==> src/rtl/mips_multicycle.sv <==
// Multi-cycle MIPS-I subset core with one shared req/ack memory port for fetch and data,
// FSM control, a bus watchdog and sticky fault reporting.
module mips_multicycle #(
  parameter logic [31:0] RESET_PC       = 32'h0000_0000,
  parameter int          TIMEOUT_CYCLES = 16,
  parameter bit          HALT_ON_ERROR  = 1'b1
) (
  input  logic        clk,
  input  logic        reset,
  output logic        mem_req,
  output logic        mem_we,
  output logic [31:0] mem_addr,
  output logic [31:0] mem_wdata,
  input  logic [31:0] mem_rdata,
  input  logic        mem_ack,
  output logic        retired,
  output logic        halted,
  output logic [1:0]  error,
  output logic [31:0] pc_out
);

  typedef enum logic [2:0] {S_FETCH, S_DECODE, S_EXEC, S_MEM, S_WB, S_HALT} state_t;

  localparam logic [5:0] OP_RTYPE = 6'h00, OP_J = 6'h02, OP_JAL = 6'h03, OP_BEQ = 6'h04,
                         OP_BNE = 6'h05, OP_ADDI = 6'h08, OP_LW = 6'h23, OP_SW = 6'h2b;
  localparam logic [5:0] F_SLL = 6'h00, F_SRL = 6'h02, F_JR = 6'h08, F_ADD = 6'h20,
                         F_SUB = 6'h22, F_AND = 6'h24, F_OR = 6'h25, F_SLT = 6'h2a;
  localparam logic [1:0] E_NONE = 2'b00, E_ILLEGAL = 2'b01, E_TIMEOUT = 2'b10, E_MISALIGN = 2'b11;
  localparam logic [7:0] WD_LAST = 8'(TIMEOUT_CYCLES - 1);

  state_t      state;
  logic [31:0] pc, ir, mdr, alu_out;
  logic [7:0]  wd_cnt;
  logic [31:0] regs [32];

  logic [5:0]  op, funct;
  logic [4:0]  rs, rt, rd, shamt;
  logic [31:0] rs_val, rt_val, imm_se, pc_plus4, br_target, jump_target, mem_ea, alu_result;
  logic        legal, is_jr, is_mem_op, wait_cycle, timed_out;

  assign op          = ir[31:26];
  assign rs          = ir[25:21];
  assign rt          = ir[20:16];
  assign rd          = ir[15:11];
  assign shamt       = ir[10:6];
  assign funct       = ir[5:0];
  assign rs_val      = (rs == 5'd0) ? '0 : regs[rs];
  assign rt_val      = (rt == 5'd0) ? '0 : regs[rt];
  assign imm_se      = {{16{ir[15]}}, ir[15:0]};
  assign pc_plus4    = pc + 32'd4;
  assign br_target   = pc_plus4 + {imm_se[29:0], 2'b00};
  assign jump_target = {pc_plus4[31:28], ir[25:0], 2'b00};
  assign mem_ea      = rs_val + imm_se;
  assign is_jr       = (op == OP_RTYPE) && (funct == F_JR);
  assign is_mem_op   = (op == OP_LW) || (op == OP_SW);
  assign wait_cycle  = mem_req && !mem_ack;
  assign timed_out   = wait_cycle && (wd_cnt == WD_LAST);
  assign pc_out      = pc;

  always_comb begin
    legal      = 1'b0;
    alu_result = '0;
    case (op)
      OP_RTYPE: begin
        legal = funct inside {F_SLL, F_SRL, F_JR, F_ADD, F_SUB, F_AND, F_OR, F_SLT};
        case (funct)
          F_ADD:   alu_result = rs_val + rt_val;
          F_SUB:   alu_result = rs_val - rt_val;
          F_AND:   alu_result = rs_val & rt_val;
          F_OR:    alu_result = rs_val | rt_val;
          F_SLT:   alu_result = {31'b0, $signed(rs_val) < $signed(rt_val)};
          F_SLL:   alu_result = rt_val << shamt;
          F_SRL:   alu_result = rt_val >> shamt;
          default: alu_result = '0;
        endcase
      end
      OP_ADDI:                                  begin legal = 1'b1; alu_result = rs_val + imm_se; end
      OP_J, OP_JAL, OP_BEQ, OP_BNE, OP_LW, OP_SW: legal = 1'b1;
      default:                                  legal = 1'b0;
    endcase
  end

  // Per-state decisions: fault code, whether to start the next fetch (and from where), retire.
  logic [1:0]  fault;
  logic        go_fetch, do_retire, rf_we;
  logic [31:0] npc, rf_wdata;
  logic [4:0]  rf_waddr;

  // NOTE: every output of a combinational block gets a default first so no latch is inferred.
  always_comb begin
    fault     = E_NONE;
    go_fetch  = 1'b0;
    do_retire = 1'b0;
    npc       = pc_plus4;
    rf_we     = 1'b0;
    rf_waddr  = rd;
    rf_wdata  = alu_out;
    case (state)
      S_FETCH: if (timed_out) fault = E_TIMEOUT;
      S_DECODE: begin
        if (!legal) fault = E_ILLEGAL;
        else if (op == OP_J || op == OP_JAL) begin
          go_fetch  = 1'b1;
          do_retire = 1'b1;
          npc       = jump_target;
          if (op == OP_JAL) begin
            rf_we    = 1'b1;
            rf_waddr = 5'd31;
            rf_wdata = pc_plus4;
          end
        end else if (is_jr) begin
          if (rs_val[1:0] != 2'b00) fault = E_MISALIGN;
          else begin
            go_fetch  = 1'b1;
            do_retire = 1'b1;
            npc       = rs_val;
          end
        end
      end
      S_EXEC: begin
        if (op == OP_BEQ || op == OP_BNE) begin
          go_fetch  = 1'b1;
          do_retire = 1'b1;
          npc       = ((rs_val == rt_val) == (op == OP_BEQ)) ? br_target : pc_plus4;
        end else if (is_mem_op && mem_ea[1:0] != 2'b00) fault = E_MISALIGN;
      end
      S_MEM: begin
        if (timed_out) fault = E_TIMEOUT;
        else if (mem_req && mem_ack && op == OP_SW) begin
          go_fetch  = 1'b1;
          do_retire = 1'b1;
        end
      end
      S_WB: begin
        go_fetch  = 1'b1;
        do_retire = 1'b1;
        rf_we     = 1'b1;
        rf_waddr  = (op == OP_RTYPE) ? rd : rt;
        rf_wdata  = (op == OP_LW) ? mdr : alu_out;
      end
      default: ;
    endcase
    // Skip-on-fault mode: drop the faulting instruction and fetch the next one, no retire.
    if (fault != E_NONE && !HALT_ON_ERROR) begin
      go_fetch = 1'b1;
      npc      = pc_plus4;
    end
  end

  // NOTE: the register file has no reset; it maps onto RAM and software initialises it.
  always_ff @(posedge clk) begin
    if (rf_we && rf_waddr != 5'd0) regs[rf_waddr] <= rf_wdata;
  end

  // NOTE: sequential state uses non-blocking assignments only, so later lines in this block
  // override earlier ones for the same edge (go_fetch wins over the fault-time mem_req drop).
  always_ff @(posedge clk or posedge reset) begin
    if (reset) begin
      state     <= S_FETCH;
      pc        <= RESET_PC;
      mem_req   <= 1'b0;
      mem_we    <= 1'b0;
      mem_addr  <= '0;
      mem_wdata <= '0;
      retired   <= 1'b0;
      halted    <= 1'b0;
      error     <= E_NONE;
      ir        <= '0;
      mdr       <= '0;
      alu_out   <= '0;
      wd_cnt    <= '0;
    end else begin
      retired <= do_retire;
      if (wait_cycle) wd_cnt <= wd_cnt + 8'd1;
      if (fault != E_NONE) begin
        mem_req <= 1'b0;
        if (error == E_NONE) error <= fault;
        if (HALT_ON_ERROR) begin
          state  <= S_HALT;
          halted <= 1'b1;
        end
      end
      if (go_fetch) begin
        state    <= S_FETCH;
        pc       <= npc;
        mem_req  <= 1'b1;
        mem_we   <= 1'b0;
        mem_addr <= npc;
        wd_cnt   <= '0;
      end else if (fault == E_NONE) begin
        case (state)
          S_FETCH: begin
            if (!mem_req) begin
              // First fetch after reset: the request is issued from the reset PC.
              mem_req  <= 1'b1;
              mem_we   <= 1'b0;
              mem_addr <= pc;
              wd_cnt   <= '0;
            end else if (mem_ack) begin
              ir      <= mem_rdata;
              mem_req <= 1'b0;
              state   <= S_DECODE;
            end
          end
          S_DECODE: state <= S_EXEC;
          S_EXEC: begin
            alu_out <= alu_result;
            if (is_mem_op) begin
              mem_req   <= 1'b1;
              mem_we    <= (op == OP_SW);
              mem_addr  <= mem_ea;
              mem_wdata <= rt_val;
              wd_cnt    <= '0;
              state     <= S_MEM;
            end else state <= S_WB;
          end
          S_MEM: begin
            if (mem_req && mem_ack) begin
              mdr     <= mem_rdata;
              mem_req <= 1'b0;
              mem_we  <= 1'b0;
              state   <= S_WB;
            end
          end
          default: ;
        endcase
      end
    end
  end

endmodule

==> config.mk <==
export PLATFORM = sky130hd
export DESIGN_NAME = mips_multicycle
export DESIGN_NICKNAME = d
export VERILOG_FILES = /design/src/rtl/mips_multicycle.sv
export SDC_FILE = /design/constraint.sdc
export NUM_CORES = 2
export LEC_CHECK = 0
export BUFFER_PORTS_ARGS = -buffer_cell sky130_fd_sc_hd__buf_4
export CAP_MARGIN = 10
export CORE_MARGIN = 3
export CORE_UTILIZATION = 50
export CTS_BUF_LIST = sky130_fd_sc_hd__clkbuf_8 sky130_fd_sc_hd__clkbuf_16
export CTS_CLUSTER_SIZE = 30
export DETAILED_ROUTE_END_ITERATION = 10
export PLACE_DENSITY = 0.78
export SETUP_SLACK_MARGIN = 0.02
export SLEW_MARGIN = 40
export SYNTH_ARGS = -nofsm -noshare
export SYNTH_HDL_FRONTEND = slang
export SYNTH_SLANG_ARGS = --single-unit
==> constraint.sdc <==
create_clock -name clk -period 7.6 [get_ports clk]
set_input_delay 0.38 -clock clk [delete_from_list [all_inputs] [get_ports clk]]
set_output_delay 0.38 -clock clk [all_outputs]
set_load 0.01 [all_outputs]
Word-level counts from Yosys, hierarchy flattened
Memory sizes are Yosys's and may differ from the RTL's. Cells that the tools add are included.

Add/sub/neg operators: 6. Magnitude comparators: 1. Equality and inequality tests: 24. Shift operators: 2. Multiplexer cells: 77. Bitwise logic cells: 3. Reduce and logical (&&, ||, !) cells: 35.

Operators by type and width (number): two-way mux 32 bit (16); one-hot mux 32 bit (2 select lines) (4); one-hot mux 32 bit (7 select lines) (1); adder 32 bit (3); equality test 6 bit, second input constant (7); two-way mux 8 bit (5); adder 32 x 3 -> 32 bit, second input constant (1); bitwise AND 32 bit (1); equality test 32 bit (1); < comparator 32 bit (1); OR 32 bit (1); left shift 32 x 5 -> 32 bit (1); >> shifter 32 x 5 -> 32 bit (1); subtractor 32 bit (1); two-way mux 1 bit (24); two-way mux 3 bit (7); two-way mux 5 bit (4); equality test 6 x 2 -> 1 bit, second input constant (3); one-hot mux 8 bit (2 select lines) (1); two-way mux 2 bit (7); equality test 6 x 3 -> 1 bit, second input constant (2); equality test 6 x 4 -> 1 bit, second input constant (2); zero test 6 bit (2); one-hot mux 3 bit (4 select lines) (1); other kinds (30) (51).

Register bits after elaboration: 209. Bits in writable memories: 1024. Bits of input ports: 35. Output and inout bits: 102. Word-level logic and storage cells: 162. Memories kept: 1.

Memory list: regs (depth 32, width 32, rd ports 2, clocked after memory_dff 0, write ports 1, RTL line 34) `logic [31:0] regs [32];`.

Longest topological paths before layout
Depth after elaboration: 15. Gate-level depth with buffers: 31. Depth with buffers taken out: 22.

Worst setup path after synthesis
Ideal clock, no wire load.

Path type: flip-flop to flip-flop. From: reg ir[21]. To: reg mem_addr[25]. Library setup time: 149 ps. Arrival: 6270 ps. Data required time: 7451 ps. Path slack: 1181 ps. Stages on the path, launching flop included: 29. Buffers on the path: 12. Clock period less this slack: 6419 ps. Path through: dfrtp_1 > buf_4 > buf_6 > buf_4 > buf_4 > buf_4 > buf_2 > buf_2 > buf_2 > buf_2 > mux4_2 > mux4_2 > mux2i_1 > nor2_1 > inv_1 > ha_1 > clkbuf_1 > nor2_1 > nand2_1 > nor3_1 > nor4b_1 > nand4_1 > a21o_1 > buf_2 > buf_6 > a21oi_1 > nor2_1 > a2111oi_0 > a211oi_1.

Longest elaborated chain between the ends: 11. Elaborated cells on any way between the ends: 38. Those cells by class: 1 x add/sub; 4 x eq/ne; 24 x mux; 8 x reduce/logical; 1 x memory.

RTL lines: start, declared (RTL line 32) `logic [31:0] pc, ir, mdr, alu_out;`; start signal, assigned (RTL line 200) `ir <= mem_rdata;`; memory read (32 x 32 bit) or zero test 5 bit (tied branches); two-way mux 32 bit (*) (RTL line 47) `assign rs_val = (rs == 5'd0) ? '0 : regs[rs];`; adder 32 bit or nonzero test 2 bit (tied branches) (RTL line 53, 112); nonzero test 2 bit or two-way mux 2 bit (tied branches) (RTL line 125, 112); logical AND 1 bit or two-way mux 2 bit (tied branches) (RTL line 125, 111); two-way mux 2 bit, on equally long branches (RTL line 125, 102); two-way mux 2 bit, on equally long branches (RTL line 121, 101); one-hot mux 2 bit (3 select lines) (RTL line 98) `case (state)`; zero test 2 bit (RTL line 190) `end else if (fault == E_NONE) begin`; nonzero test 2 bit (no source line); AND reduction 4 bit (no source line); end signal, assigned (RTL line 188) `mem_addr <= npc;`; end signal, assigned (RTL line 197) `mem_addr <= pc;`; end signal, assigned (RTL line 211) `mem_addr <= mem_ea;`; end, declared (RTL line 12) `output logic [31:0] mem_addr,`.

Mark *: on every way between the ends. The rest lies on a longest branch, timed or not. The select of a mux whose other input is x is not followed. A chain may end at the register's enable or synchronous reset.

Final worst setup path
From: reg ir[22]. To: reg alu_out[24].

Longest elaborated chain between the ends: 10. Elaborated cells on any way between the ends: 28. Those cells by class: 3 x add/sub; 15 x mux; 3 x bitwise; 6 x reduce/logical; 1 x memory.

RTL lines: memory read (32 x 32 bit) or zero test 5 bit (tied branches); two-way mux 32 bit (*) (RTL line 47); adder 32 bit or nonzero test 2 bit (tied branches) (RTL line 53, 77, 112); nonzero test 2 bit, or another cell as far along (RTL line 125) `end else if (is_mem_op && mem_ea[1:0] != 2'b00) fault = E_MISALIGN;`; logical AND 1 bit, or another cell as far along (RTL line 125); two-way mux 2 bit, or another cell as far along (RTL line 125); two-way mux 2 bit, or another cell as far along (RTL line 121) `if (op == OP_BEQ || op == OP_BNE) begin`; one-hot mux 2 bit (3 select lines) or one-hot mux 1 bit (4 select lines) (tied branches) (RTL line 98); zero test 2 bit or NOT 1 bit (tied branches); AND reduction 3 bit (no source line); end signal, assigned (RTL line 207) `alu_out <= alu_result;`; end, declared (RTL line 32).

Mark *: on every way between the ends. The rest lies on a longest branch, timed or not.

==> key figures <==
Pwr
  – Pwr dens: about 180 mW/mm^2
  – Overall Power: 14.14 mW
  – VDD IR max: 0.0002374 V
  – Sequential power share: 0.512
  – Comb power frac: 0.005
  – Clock power frac: 0.483
  – Switching share of total power: 0.2106
  – Pint: 11.16 mW
  – Switching power: 2.979 mW
  – Leak: around 25 nW

Detailed routing
  – DR pass1 iterations: 8
  – Vias per Instance: 7.423
  – DR vias: 56080
  – Detail Route Antenna Nets: 0
  – # DRC: 0
  – Avg WL per Cell: 38.33 um
  – Total wire length: slightly below 300000 um
  – Initial detailed-routing violation count: 10320

Setup path
  – Worst Setup End Kind: flop
  – Worst setup SP type: flop
  – CP dominant cell by count: buf_4
  – Crit-path slowest cell: dfrtp_4
  – Critical path fanouts, max: between 40 and 50
  – CP cell instances: buf_4, mux2i_1, a22oi_1, a21boi_0, a311oi_1, and2_1, inv_1, fa_1, nor2b_1, o221ai_1, o21ai_0, o21ai_1, a31oi_2, buf_4, o31ai_2, o31ai_1, a221oi_1, a21oi_1, a221o_1
  – Arr. time, crit path: 7970 ps
  – WS Path Type: flop to flop
  – Largest stage delay, worst path: 990 ps
  – Critical Path RT: about 8300 ps
  – R2R cell count: 19

Timing
  – Final setup fails: 0
  – Fin. Hold Viols: 0
  – Hold Slack: between 200 and 250 ps
  – Final Cycle Share: 0.9625
  – Final slew viol count: 0
  – Max Freq: 0.1367 GHz
  – Setup WS post-layout: 285.0 ps
  – Rel. slew slack: 0.3470
  – Clk_skew: 56.28 ps
  – Worst-margin pin slew: 975.9 ps
  – Fin Setup TNS: 0 ps
  – Period minus WS final: 7315 ps
  – RSZ-0062 raised after global routing: no

Clock network
  – CTS tree: built
  – H-tree Lvls: 4
  – Max Root-Sink Buffers: 3
  – Cts bufs inserted: roughly 130
  – CTS sink count: 1233
  – Clock latency on the worst-skew pair: 820 ps
  – Clock Tree Root: clkbuf_16
  – Clk slew on worst S/H paths: 60 ps

Job
  – MaxCap Viol Count: 0

Placement
  – HPWL Detailed: ~190000 um
  – Pre-CTS setup slack: 625.5 ps
  – Cell Area, Placed: roughly 0.075 mm^2
  – Port Buf Inserts: 136
  – Gpl congestion: about 1.1

Die
  – Die Span Y: between 300 and 400 um
  – Initial core utilization: 0.5064
  – Die W: 380.3 um
  – Boundary pin count: 137
  – Die area: 0.1446 mm^2
  – # rows: 136
  – Core ar.: 0.1383 mm^2

Synthesis
  – Post-synthesis sequential area ratio: 0.5136
  – Post-synth EDFFs: 1024
  – Largest family of logic cells by synthesized area: multiplexers
  – Post-Synthesis Cells: 5331
  – Mapped Avg Cell Area: 13.14 um^2
  – Mapped cell area: 0.07005 mm^2
  – Post-Synth XOR/XNOR Area: 0.01561
  – Synth cell types: 115
  – Compound-Gate Fraction of Synth Area: 0.1171
  – Async set-reset flop share out of synthesis: 0.1695
  – Adder-cell area share of the yosys netlist: 0.02745
  – Number of synthesized register bits: approximately 1200
  – Post-Synth Simple-Gate Area: 0.08064
  – Synth Flop Type: edfxtp_1
  – Post-synthesis mux area share: 0.2090
  – Yosys Warn Count: 0

Cells and area
  – Fin nets: 5755
  – Seq. cell area: around 0.036 mm^2
  – Share of layout cells above drive strength 1: 0.2435
  – Footprint of the multi-input gates: about 0.032 mm^2
  – Final Instance Area: 0.07953 mm^2
  – Fill cells: 10600
  – Area delta synth->final: 13.53%

GRT
  – Largest net degree at the start of global routing: 90
  – Global route overflow: 0
  – GRT Overall Usage: 0.3934
  – Vias in the first global route: 54500
  – First-pass GRT wire length: 407200 um
  – Initial antenna violation count: 13

Status
  – Run status: finished clean

Worst hold path
  – Worst hold path type: primary input to asynchronous set/reset pin
[critical path, delay by kind of cell (launching register included)]
| family | cells | cell delay, ps |
|---|---|---|
| compound gates | 12 | 3710 |
| fa+ha+maj | 1 | 510 |
| buf+inv | 3 | 1150 |
| flops | 1 | 990 |
| mux | 1 | 170 |
| simple gates | 2 | 570 |
[worst paths after layout]
check	slack, ps	start	endpoint
min	230	reset	wd_cnt[5]
min reg2reg	470	halted	halted
min in group clk	340	mem_rdata[9]	ir[9]
max in group asynchronous	6170	reset	mem_wdata[29]
max	290	ir[22]	alu_out[24]
max reg2reg	290	ir[22]	alu_out[24]
[synth_stat cells, types with 29 or more instances]
library cell,number,share of area
buf_1,33,0.0018
buf_2,68,0.0049
edfxtp_1,1024,0.44
inv_1,132,0.0071
ha_1,139,0.025
xnor2_1,82,0.010
a221oi_1,36,0.0045
a21oi_1,258,0.018
nor3_1,56,0.0040
o221ai_1,53,0.0066
a31oi_1,44,0.0039
a21o_1,45,0.0048
nand2b_1,29,0.0026
a22oi_1,95,0.010
xor2_1,41,0.0051
buf_6,35,0.0056
mux4_2,493,0.16
nor2b_1,31,0.0028
nand2_1,436,0.023
a211oi_1,31,0.0033
mux2i_1,239,0.034
nor2_1,413,0.022
clkbuf_1,201,0.011
nand3_1,82,0.0059
o211ai_1,40,0.0043
o21ai_0,273,0.020
mux2_2,81,0.013
o22ai_1,51,0.0046
nand4_1,56,0.0050
dfrtp_1,209,0.075
o22a_1,32,0.0040
[layout make-up]
class / instances / share of cell area
Timing Repair Buffer: 458 / 0.05004
Clock buffer: 135 / 0.04219
Multi-Input combinational cell: 3603 / 0.4037
Clock inverter: 104 / 0.01446
Sequential cell: 1233 / 0.4528
Tap cell: 1863 / 0.02931
Inverter: 150 / 0.007237
Antenna cell: 9 / 0.0002832
[power by group through the flow]
stage | Sequential [mW] | Clock, mW | Combinational [mW]
6_report | 7.24 | 6.83 | 0.0764
5_1_grt | 7.23 | 7.11 | 0.0826
4_1_cts | 7.24 | 6.85 | 0.0751
3_5_place_dp | 7.38 | 0 | 0.0606
3_3_place_gp | 7.38 | 0 | 0.0593
2_1_floorplan | 7.38 | 0 | 0.0258
[flip-flops by register name, indices dropped and copies added, names as in the netlist, 2 cells and up]
| signal | count |
|---|---|
| regs | 1024 |
| alu_out | 32 |
| state | 3 |
| mem_wdata | 32 |
| error | 2 |
| mdr | 32 |
| ir | 32 |
| mem_addr | 32 |
| pc_out | 32 |
| wd_cnt | 8 |
[per-stage QoR]
| step | cells | utilization |
|---|---|---|
| final | 7555 | 0.5749 |
| after global routing | 7546 | 0.5747 |
| after CTS | 7542 | 0.5741 |
| after detailed placement | 7269 | 0.5391 |
| after global placement | 7251 | 0.5358 |
| after floorplan | 5362 | - |
[logic make-up after synthesis]
family / Yosys count
simple gates: 1249
flops: 1233
compound gates: 1222
mux: 822
buf+inv: 526
fa+ha+maj: 154
xor+xnor: 124
other cells: 1
[timing repair]
item                                   in CTS  in global routing
buffers inserted                            0                  0
resized for setup                           0                  0
endpoints found under the hold margin     155                  0
hold buffers                               34                  0
[placed cells by master (no fill, tap or decap), types with 35 or more instances in the layout]
master     netlist  layout
o21ai_0        273     258
clkbuf_16        0     133
o22ai_1         51      51
nor2_1         413     373
nand2_1        436     420
mux2_2          81      81
xor2_1          41      41
a31oi_1         44      44
nor3_1          56      51
mux2i_1        239     239
ha_1           139     139
o211ai_1        40      40
o221ai_1        53      53
buf_4           28     383
inv_1          132     149
a21oi_1        258     258
nand3_1         82      80
dfrtp_1        209     197
edfxtp_1      1024    1024
a221oi_1        36      35
a21o_1          45      45
mux4_2         493     493
a22oi_1         95      95
xnor2_1         82      82
nand4_1         56      56
[metal layers]
metal  up-vias  share of wire  track usage
li1      21590              -            -
met3      1434           0.15       0.1366
met2      5749           0.42       0.5642
met1     27300           0.33       0.4883
met4        12          0.096       0.3048
met5         -        0.00023            0
(Power assumes the default switching activity.)
